===== src/rtl/clk_div_pkg.sv =====
// ============================================================================
// Module      : clk_div_pkg
// Description : Definitions shared by the clock-divider monitor and the
//               divider bench: monitor state encoding, the default timeout
//               derivation and the expected-high-time rule.
// Revision    : 1.0 - initial release
// ============================================================================
`default_nettype none

package clk_div_pkg;

    // Monitor FSM encoding
    typedef logic [1:0] state_t;
    localparam logic [1:0] ST_IDLE      = 2'd0;
    localparam logic [1:0] ST_ARM       = 2'd1;
    localparam logic [1:0] ST_MEAS_HIGH = 2'd2;
    localparam logic [1:0] ST_MEAS_LOW  = 2'd3;

    // Default timeout: twice the largest ratio the field can express, so a
    // healthy divided clock always produces an edge well before it expires.
    function automatic int to_cyc_default(input int ratio_wd);
        return 1 << (ratio_wd + 1);
    endfunction

    // A divider with ratio R holds its output high for floor(R/2) cycles.
    function automatic int exp_high_time(input int ratio);
        return ratio >> 1;
    endfunction

endpackage

`default_nettype wire


===== src/rtl/clk_div_monitor_bit_sync.sv =====
// ============================================================================
// Module      : bit_sync
// Description : N-flop single-bit synchronizer, asynchronous active-high
//               reset to 0.
// Ports       : clk - destination clock
//               rst - asynchronous active-high reset
//               d   - asynchronous input bit
//               q   - synchronized output bit
// Revision    : 1.0 - initial release
// ============================================================================
`default_nettype none

module bit_sync #(
    parameter int STAGES = 2
) (
    input  logic clk,
    input  logic rst,
    input  logic d,
    output logic q
);

    logic [STAGES-1:0] sync_q;

    always_ff @(posedge clk or posedge rst) begin
        if (rst) begin
            sync_q <= '0;
        end else begin
            sync_q <= {sync_q[STAGES-2:0], d};
        end
    end

    assign q = sync_q[STAGES-1];

endmodule

`default_nettype wire


===== src/rtl/clk_div_monitor.sv =====
// ============================================================================
// Module      : clk_div_monitor
// Description : Measures one full period and the high time of the divided
//               clock in reference-clock cycles and compares both against the
//               programmed divide ratio. Reports with a one-cycle done pulse.
// Ports       : I_ref_clk   - reference clock (only clock)
//               I_rst       - asynchronous active-high reset
//               I_start     - measurement request, sampled in IDLE
//               I_div_clk   - divided clock under test (asynchronous data)
//               I_exp_ratio - expected divide ratio, captured on start
//               O_busy      - measurement in progress
//               O_done      - one-cycle result-update pulse
//               O_period    - measured period (0 on timeout)
//               O_high      - measured high time (0 on timeout)
//               O_match     - period equals expected ratio
//               O_duty_ok   - high time equals expected ratio >> 1
//               O_timeout   - last measurement timed out
// Revision    : 1.0 - initial release
// ============================================================================
`default_nettype none

module clk_div_monitor
    import clk_div_pkg::*;
#(
    parameter int RATIO_WD    = 4,
    parameter int SYNC_STAGES = 2,
    parameter int CNT_WD      = RATIO_WD + 2,
    parameter int TO_CYC      = to_cyc_default(RATIO_WD)
) (
    input  logic                I_ref_clk,
    input  logic                I_rst,
    input  logic                I_start,
    input  logic                I_div_clk,
    input  logic [RATIO_WD-1:0] I_exp_ratio,
    output logic                O_busy,
    output logic                O_done,
    output logic [RATIO_WD:0]   O_period,
    output logic [RATIO_WD:0]   O_high,
    output logic                O_match,
    output logic                O_duty_ok,
    output logic                O_timeout
);

    localparam int                TMR_WD    = $clog2(TO_CYC + 1);
    localparam logic [TMR_WD-1:0] TMR_LIMIT = TMR_WD'(TO_CYC);
    localparam logic [CNT_WD-1:0] CNT_MAX   = '1;

    logic                s;
    logic                s_d;
    logic                rise;
    logic                fall;
    state_t              state;
    logic [RATIO_WD-1:0] exp_q;
    logic [RATIO_WD-1:0] exp_half;
    logic [CNT_WD-1:0]   cnt;
    logic [CNT_WD-1:0]   cnt_inc;
    logic [CNT_WD-1:0]   high_q;
    logic [TMR_WD-1:0]   timer;
    logic                timed_out;

    bit_sync #(
        .STAGES (SYNC_STAGES)
    ) u_sync (
        .clk (I_ref_clk),
        .rst (I_rst),
        .d   (I_div_clk),
        .q   (s)
    );

    // Extra flop for edge detection; both edges see the same lag, so the
    // measured widths are not skewed by the synchronizer.
    always_ff @(posedge I_ref_clk or posedge I_rst) begin
        if (I_rst) begin
            s_d <= 1'b0;
        end else begin
            s_d <= s;
        end
    end

    assign rise      = s & ~s_d;
    assign fall      = ~s & s_d;
    assign cnt_inc   = (cnt == CNT_MAX) ? cnt : cnt + 1'b1;
    assign exp_half  = RATIO_WD'(exp_high_time(int'(exp_q)));
    // Only meaningful in busy states; IDLE never looks at it.
    assign timed_out = (timer == TMR_LIMIT);

    always_ff @(posedge I_ref_clk or posedge I_rst) begin
        if (I_rst) begin
            state     <= ST_IDLE;
            exp_q     <= '0;
            cnt       <= '0;
            high_q    <= '0;
            timer     <= '0;
            O_busy    <= 1'b0;
            O_done    <= 1'b0;
            O_period  <= '0;
            O_high    <= '0;
            O_match   <= 1'b0;
            O_duty_ok <= 1'b0;
            O_timeout <= 1'b0;
        end else begin
            O_done <= 1'b0;
            if (state != ST_IDLE && timed_out) begin
                // Timeout wins over any edge seen in the same cycle.
                state     <= ST_IDLE;
                O_busy    <= 1'b0;
                O_done    <= 1'b1;
                O_period  <= '0;
                O_high    <= '0;
                O_match   <= 1'b0;
                O_duty_ok <= 1'b0;
                O_timeout <= 1'b1;
            end else begin
                case (state)
                    ST_IDLE: begin
                        if (I_start) begin
                            exp_q  <= I_exp_ratio;
                            timer  <= '0;
                            O_busy <= 1'b1;
                            state  <= ST_ARM;
                        end
                    end
                    ST_ARM: begin
                        // A clock already high at start produces no rise here,
                        // so the measurement starts on the next genuine rise.
                        if (rise) begin
                            cnt   <= CNT_WD'(1);
                            timer <= '0;
                            state <= ST_MEAS_HIGH;
                        end else begin
                            timer <= timer + 1'b1;
                        end
                    end
                    ST_MEAS_HIGH: begin
                        cnt <= cnt_inc;
                        if (fall) begin
                            high_q <= cnt;
                            timer  <= '0;
                            state  <= ST_MEAS_LOW;
                        end else begin
                            timer <= timer + 1'b1;
                        end
                    end
                    default: begin // ST_MEAS_LOW
                        cnt   <= cnt_inc;
                        timer <= timer + 1'b1;
                        if (rise) begin
                            O_period  <= cnt[RATIO_WD:0];
                            O_high    <= high_q[RATIO_WD:0];
                            O_match   <= (cnt == CNT_WD'(exp_q));
                            O_duty_ok <= (high_q == CNT_WD'(exp_half));
                            O_timeout <= 1'b0;
                            O_done    <= 1'b1;
                            O_busy    <= 1'b0;
                            timer     <= '0;
                            state     <= ST_IDLE;
                        end
                    end
                endcase
            end
        end
    end

endmodule

`default_nettype wire

===== config.mk =====
export PLATFORM = sky130hd
export DESIGN_NAME = clk_div_monitor
export DESIGN_NICKNAME = d
export VERILOG_FILES = /design/src/rtl/clk_div_pkg.sv /design/src/rtl/clk_div_monitor_bit_sync.sv /design/src/rtl/clk_div_monitor.sv
export SDC_FILE = /design/constraint.sdc
export NUM_CORES = 1
export LEC_CHECK = 0
export CAP_MARGIN = 20
export CORE_MARGIN = 8
export CORE_UTILIZATION = 45
export CTS_CLUSTER_SIZE = 24
export DETAILED_ROUTE_END_ITERATION = 6
export PLACE_DENSITY = 0.68
export SKIP_CTS_REPAIR_TIMING = 1
export SKIP_LAST_GASP = 1
export SLEW_MARGIN = 30
export SYNTH_ARGS = -nofsm -noshare
export SYNTH_HDL_FRONTEND = slang
export SYNTH_SLANG_ARGS = --single-unit

===== constraint.sdc =====
create_clock -name I_ref_clk -period 1.9 [get_ports I_ref_clk]
set_clock_uncertainty 0.1 [all_clocks]
set_input_delay 0.285 -clock I_ref_clk [delete_from_list [all_inputs] [get_ports I_ref_clk]]
set_output_delay 0.285 -clock I_ref_clk [all_outputs]
set_load 0.05 [all_outputs]

==> results.yml, run 1 <==
routing:
  drcViolationCount: 0
  first_iter_violations: 62
  num_vias: 1597
  dr.pass1.iters: 4
  viasPerCell: 5.31
  final_antenna_net_count: 0
  avgRoutedWirePerCell_um: 14.8
  drt-total-wl_um: 4440
grt:
  grt-ovfl-total: 0
  track_usage_pct: 12.3
  grt_pass1_vias: 1535
  grt_pass1_wl_um: 7250
  grt_antenna_before_repair: 0
  grt_max_degree: 43
min_path:
  hold_depth: 0
  hold_class: "reg -> reg"
  min_to: "u_sync.sync_q[1]"
  hold_path.startpoint: "u_sync.sync_q[0]"
placement:
  place_congestion: 0.872
  place_worst_setup_slack_ns: -0.0355
  port_buffers: 22
  hpwl_um: 3190
  post-place-cells: 289
critical_path:
  reg2reg_to: "high_q[5]"
  cp.arrival_ns: 2.00
  critPathKind: "reg -> reg"
  cp.required_ns: 1.98
  end_kind: "register"
  start_kind: "register"
  r2r_slack_ns: -0.02
  startpoint: "state[1]"
  worstPathMaxFanout: 6
  reg2reg_depth: 6
  worstReg2RegStart: "state[1]"
final_layout:
  drive_gt1_share_pct: 29.3
  nNetsFinal: 263
  n_antenna_cell: 0
  synthToLayoutAreaGrowth_pct: 28.5
  fin_cells: 301
status:
  status: "finished, violations left"
  violations: "negative setup slack"
yosys:
  synth_edf_count: 0
  synth_top_area_share_pct: 50.3
  synth_cell_types: 44
  synth_area_per_cell_um2: 10.7
  yosys.area.top_type: "dfrtp_1"
  syn-num-nets: 210
  ys.flop_type: "dfrtp_1"
  yosys-top-cells-count: "dfrtp_1 (42), nand2_1 (30), a21oi_1 (14)"
  ys_seq_area_share_pct: 50.3
  synth-async-reset-ratio_pct: 100
  yosys_warnings: 0
  synthTopCellsByArea: "dfrtp_1 (50%), nand2_1 (5.4%), mux2_4 (5.0%), ha_1 (4.2%), a21oi_1 (3.4%)"
  ys_seq_elements: 42
  synth_most_common_cell: "dfrtp_1"
  synthCells: 195
  syn_area_mm2: 0.00209
clock_tree:
  cts_root_buffer: "clkbuf_8"
  cts_tree: "yes"
  cts_made_buffers: 5
  clock_path_buffers: 2
  clkSinkCount: 42
  clock_latency_ns: 0.29
  ctsHtreeMaxLevel: 2
  path_clk_slew_ns: 0.08
timing:
  slew_violations: 0
  finalHoldViolCount: 0
  fmax_ghz: 0.520
  rsz0062_at_grt: "true"
  period_needed_ns: 1.92
  setup_viol: 9
  tightest_slew_ns: 0.525
  post-route-period-util_pct: 101
  worst_slack_ns: -0.0242
  slew_headroom_pct: 65.0
die:
  coreArea_mm2: 0.00441
  start_util_pct: 47.3
  num_rows: 24
  ios: 23
  die_w_um: 84.1
  die-area_mm2: 0.00708
  die_h_um: 84.1
pwr:
  power.density_mw_per_mm2: 1590
  p_leak_nw: 1.24
  power.total_mw: 4.27
  worst_ir_drop_vdd_v: 0.000776
run:
  drv_cap: 0
[flip-flops by register name (all words and copies together) (netlist names)]
signal,flops
O_busy,1
O_done,1
O_duty_ok,1
O_high,5
O_match,1
O_period,5
O_timeout,1
cnt,6
exp_q,4
high_q,6
s_d,1
state,2
timer,6
u_sync.sync_q,2
[critical path: stages, from the launching register on]
cell,delay (ns)
dfrtp_1,0.37
inv_2,0.06
ha_4,0.16
or4b_4,0.57
nor2_8,0.16
nor2_4,0.09
mux2_4,0.31
[worst max path at each step]
stage,end,cells past startpoint
after floorplan,high_q[0],6
after global placement,high_q[0],6
after detailed placement,high_q[2],6
after CTS,high_q[5],6
after global routing,high_q[5],6
final,high_q[5],6
[placed cells by master (no fill, tap or decap), drive strengths merged, types with 3 or more instances in the layout]
cell type / instances
o21ai: 6
clkdlybuf4s50: 16
o32ai: 3
dfrtp: 42
ha: 7
o41ai: 4
buf: 38
nand3: 4
a21oi: 14
nand4: 5
nor2: 11
mux2: 12
clkbuf: 5
inv: 11
o31ai: 3
nand2: 30
xor2: 4
nand2b: 3
xnor2: 6
[power by group]
group          leakage [nW]  internal [mW]  switching [mW]
Clock                0.0441          0.258           0.311
Combinational         0.653           1.09            1.22
Sequential            0.544           1.19           0.201
Total                  1.24           2.54            1.74
[metal layers]
layer  track usage, %  wire, um  vias up
met3             3.52       190        5
met1             14.9      1980      776
met2             20.8      2230       33
met4             3.45        40        0
met5                0         0        -
li1                 -         -      783
[through the flow]
stage	util [%]	setup TNS (ns)	hold slack, ns	instance area, um2
floorplan	-	-0.276	0.216	2130
global placement	57.8	0	0.234	2550
detailed placement	57.8	-0.218	0.237	2550
CTS	59.9	-0.698	0.257	2640
global route	60.8	-0.670	0.271	2680
finish	60.8	-0.155	0.253	2680
[cell families after synthesis]
| kind of cell | Yosys count | synth area share (%) |
|---|---|---|
| xor gates and xnor gates | 10 | 4.19 |
| AOI/OAI and AO/OA | 38 | 11.9 |
| and+or+nand+nor | 67 | 17.6 |
| DFF | 42 | 50.3 |
| buffers and inverters | 19 | 4.07 |
| adders and majority gates | 7 | 4.19 |
| muxes | 12 | 7.73 |
[cell type report]
cell class / count / area (um2)
clock buffers: 5 / 68.8
clock inverters: 3 / 21.3
fillers: 393 / 1730
inverters: 11 / 41.3
multi-input cells: 134 / 990
flip-flops and latches: 42 / 1050
well taps: 52 / 65.1
repair buffers: 54 / 445
(Power assumes the default switching activity.)
==> inputs of run 2 (changes only) <==
Settings changed: PLACE_DENSITY 0.68 to 0.65.
Clock period 1.9 ns to 2 ns, I/O delays scaled along.
==> run 2 against run 1 <==
Effect of this change:
- the flow now finishes without violations
- count of clock-buffer cells in the layout is 1 higher
- wire length is 5.2% higher
- utilization is 0.96 points lower
- global-route usage is 1.3 points higher
- critical path type unchanged
- largest cell class unchanged
==> results.yml, run 2 (synthesized netlist as in run 1, its figures left out) <==
final_layout:
  n_antenna_cell: 0
  postLayoutCoreUtil_pct: 59.8
  fillers: 373
  final_cell_mix: "dfrtp_1 (42), nand2_1 (30), clkdlybuf4s50_1 (22)"
  regArea_mm2: 0.00105
  multi_input_area_um2: 992
  reg.largest.list: "cnt (6), high_q (6), timer (6)"
  layout.cells.most_common: "dfrtp_1"
  nNetsFinal: 252
  synthToLayoutAreaGrowth_pct: 26.4
  drive_gt1_share_pct: 22.4
min_path:
  hold_class: "reg -> reg"
  hold_depth: 0
placement:
  place_worst_setup_slack_ns: -0.0158
  place_congestion: 0.884
  port_buffers: 22
  hpwl_um: 3390
timing:
  slew_violations: 0
  rsz0062_at_grt: "true"
  post-route-period-util_pct: 99.5
  tightest_slew_ns: 0.539
  setup_viol: 0
  finalSetupTns_ns: 0
  worst_slack_ns: 0.00909
  fmax_ghz: 0.502
  period_needed_ns: 1.99
  slew_headroom_pct: 64.1
  finalHoldViolCount: 0
grt:
  grt_pass1_vias: 1660
  grt_antenna_before_repair: 0
  grt_max_degree: 43
  track_usage_pct: 13.6
  grt_pass1_wl_um: 7980
  grt-ovfl-total: 0
die:
  ios: 23
  coreArea_mm2: 0.00441
  die_h_um: 84.1
  die-area_mm2: 0.00708
  die_w_um: 84.1
  num_rows: 24
  start_util_pct: 47.3
clock_tree:
  cts_tree: "yes"
  clock_path_buffers: 2
  clkSinkCount: 42
  path_clk_slew_ns: 0.07
  cts_made_buffers: 5
  cts_root_buffer: "clkbuf_8"
  clock_latency_ns: 0.29
  ctsHtreeMaxLevel: 2
pwr:
  p_leak_nw: 1.18
  worst_ir_drop_vdd_v: 0.000856
  power.density_mw_per_mm2: 1580
routing:
  num_vias: 1617
  final_antenna_net_count: 0
  dr.pass1.iters: 4
  drcViolationCount: 0
  viasPerCell: 5.60
  drt-total-wl_um: 4670
  avgRoutedWirePerCell_um: 16.2
  first_iter_violations: 104
critical_path:
  cp.arrival_ns: 2.06
  start_kind: "register"
  cp.required_ns: 2.07
  end_kind: "register"
  reg2reg_depth: 6
  critPathKind: "reg -> reg"
  worstPathMaxFanout: 5
status:
  status: "finished, final reports clean"
run:
  drv_cap: 0
-- run 2: path summary, 6_finish.rpt --
| kind | startpoint | end | slack (ns) |
|---|---|---|---|
| max | state[1] | cnt[0] | 0.009 |
| min | u_sync.sync_q[0] | u_sync.sync_q[1] | 0.27 |
| max reg2reg | state[1] | cnt[0] | 0.009 |
| min reg2reg | u_sync.sync_q[0] | u_sync.sync_q[1] | 0.27 |
| max in group asynchronous | I_rst | u_sync.sync_q[1] | 1.08 |
| min in group asynchronous | I_rst | O_high[0] | 0.34 |
-- run 2: report_power, final --
part | internal, mW | leakage [nW] | switching [mW]
Clock | 0.399 | 0.0573 | 0.284
Combinational | 0.972 | 0.580 | 1.17
Sequential | 1.13 | 0.544 | 0.205
Total | 2.50 | 1.18 | 1.66
-- run 2: cell type report --
| cell class | count | area share (%) |
|---|---|---|
| Sequential cell | 42 | 39.8 |
| Multi-Input combinational cell | 134 | 37.6 |
| Timing Repair Buffer | 43 | 14.3 |
| Clock buffer | 6 | 3.13 |
| Tap cell | 52 | 2.46 |
| Inverter | 11 | 1.56 |
| Clock inverter | 1 | 1.14 |
-- run 2: layer usage --
metal  global-route usage, %  vias to the layer above  routed length (um)
met3                    3.22                        8                 186
met2                    24.1                       41                2490
met1                    15.4                      806                1940
li1                        -                      762                   -
met5                       0                        -                   0
met4                    4.71                        0                  48
-- run 2: stage by stage --
step                      total power, mW  cells  cell area [um2]  hold slack (ns)
after global routing                 4.43    289             2640            0.275
after global placement               3.31    280             2470            0.232
after CTS                            4.06    287             2580            0.264
after detailed placement             3.37    280             2470            0.246
final                                4.16    289             2640            0.267
after floorplan                      2.68    195             2090            0.231
-- run 2: critical path, cell delays in order, from the launching register on --
cell	delay, ns
dfrtp_1	0.36
inv_2	0.06
buf_4	0.15
ha_4	0.17
a22o_1	0.20
or4_4	0.56
mux2_4	0.28
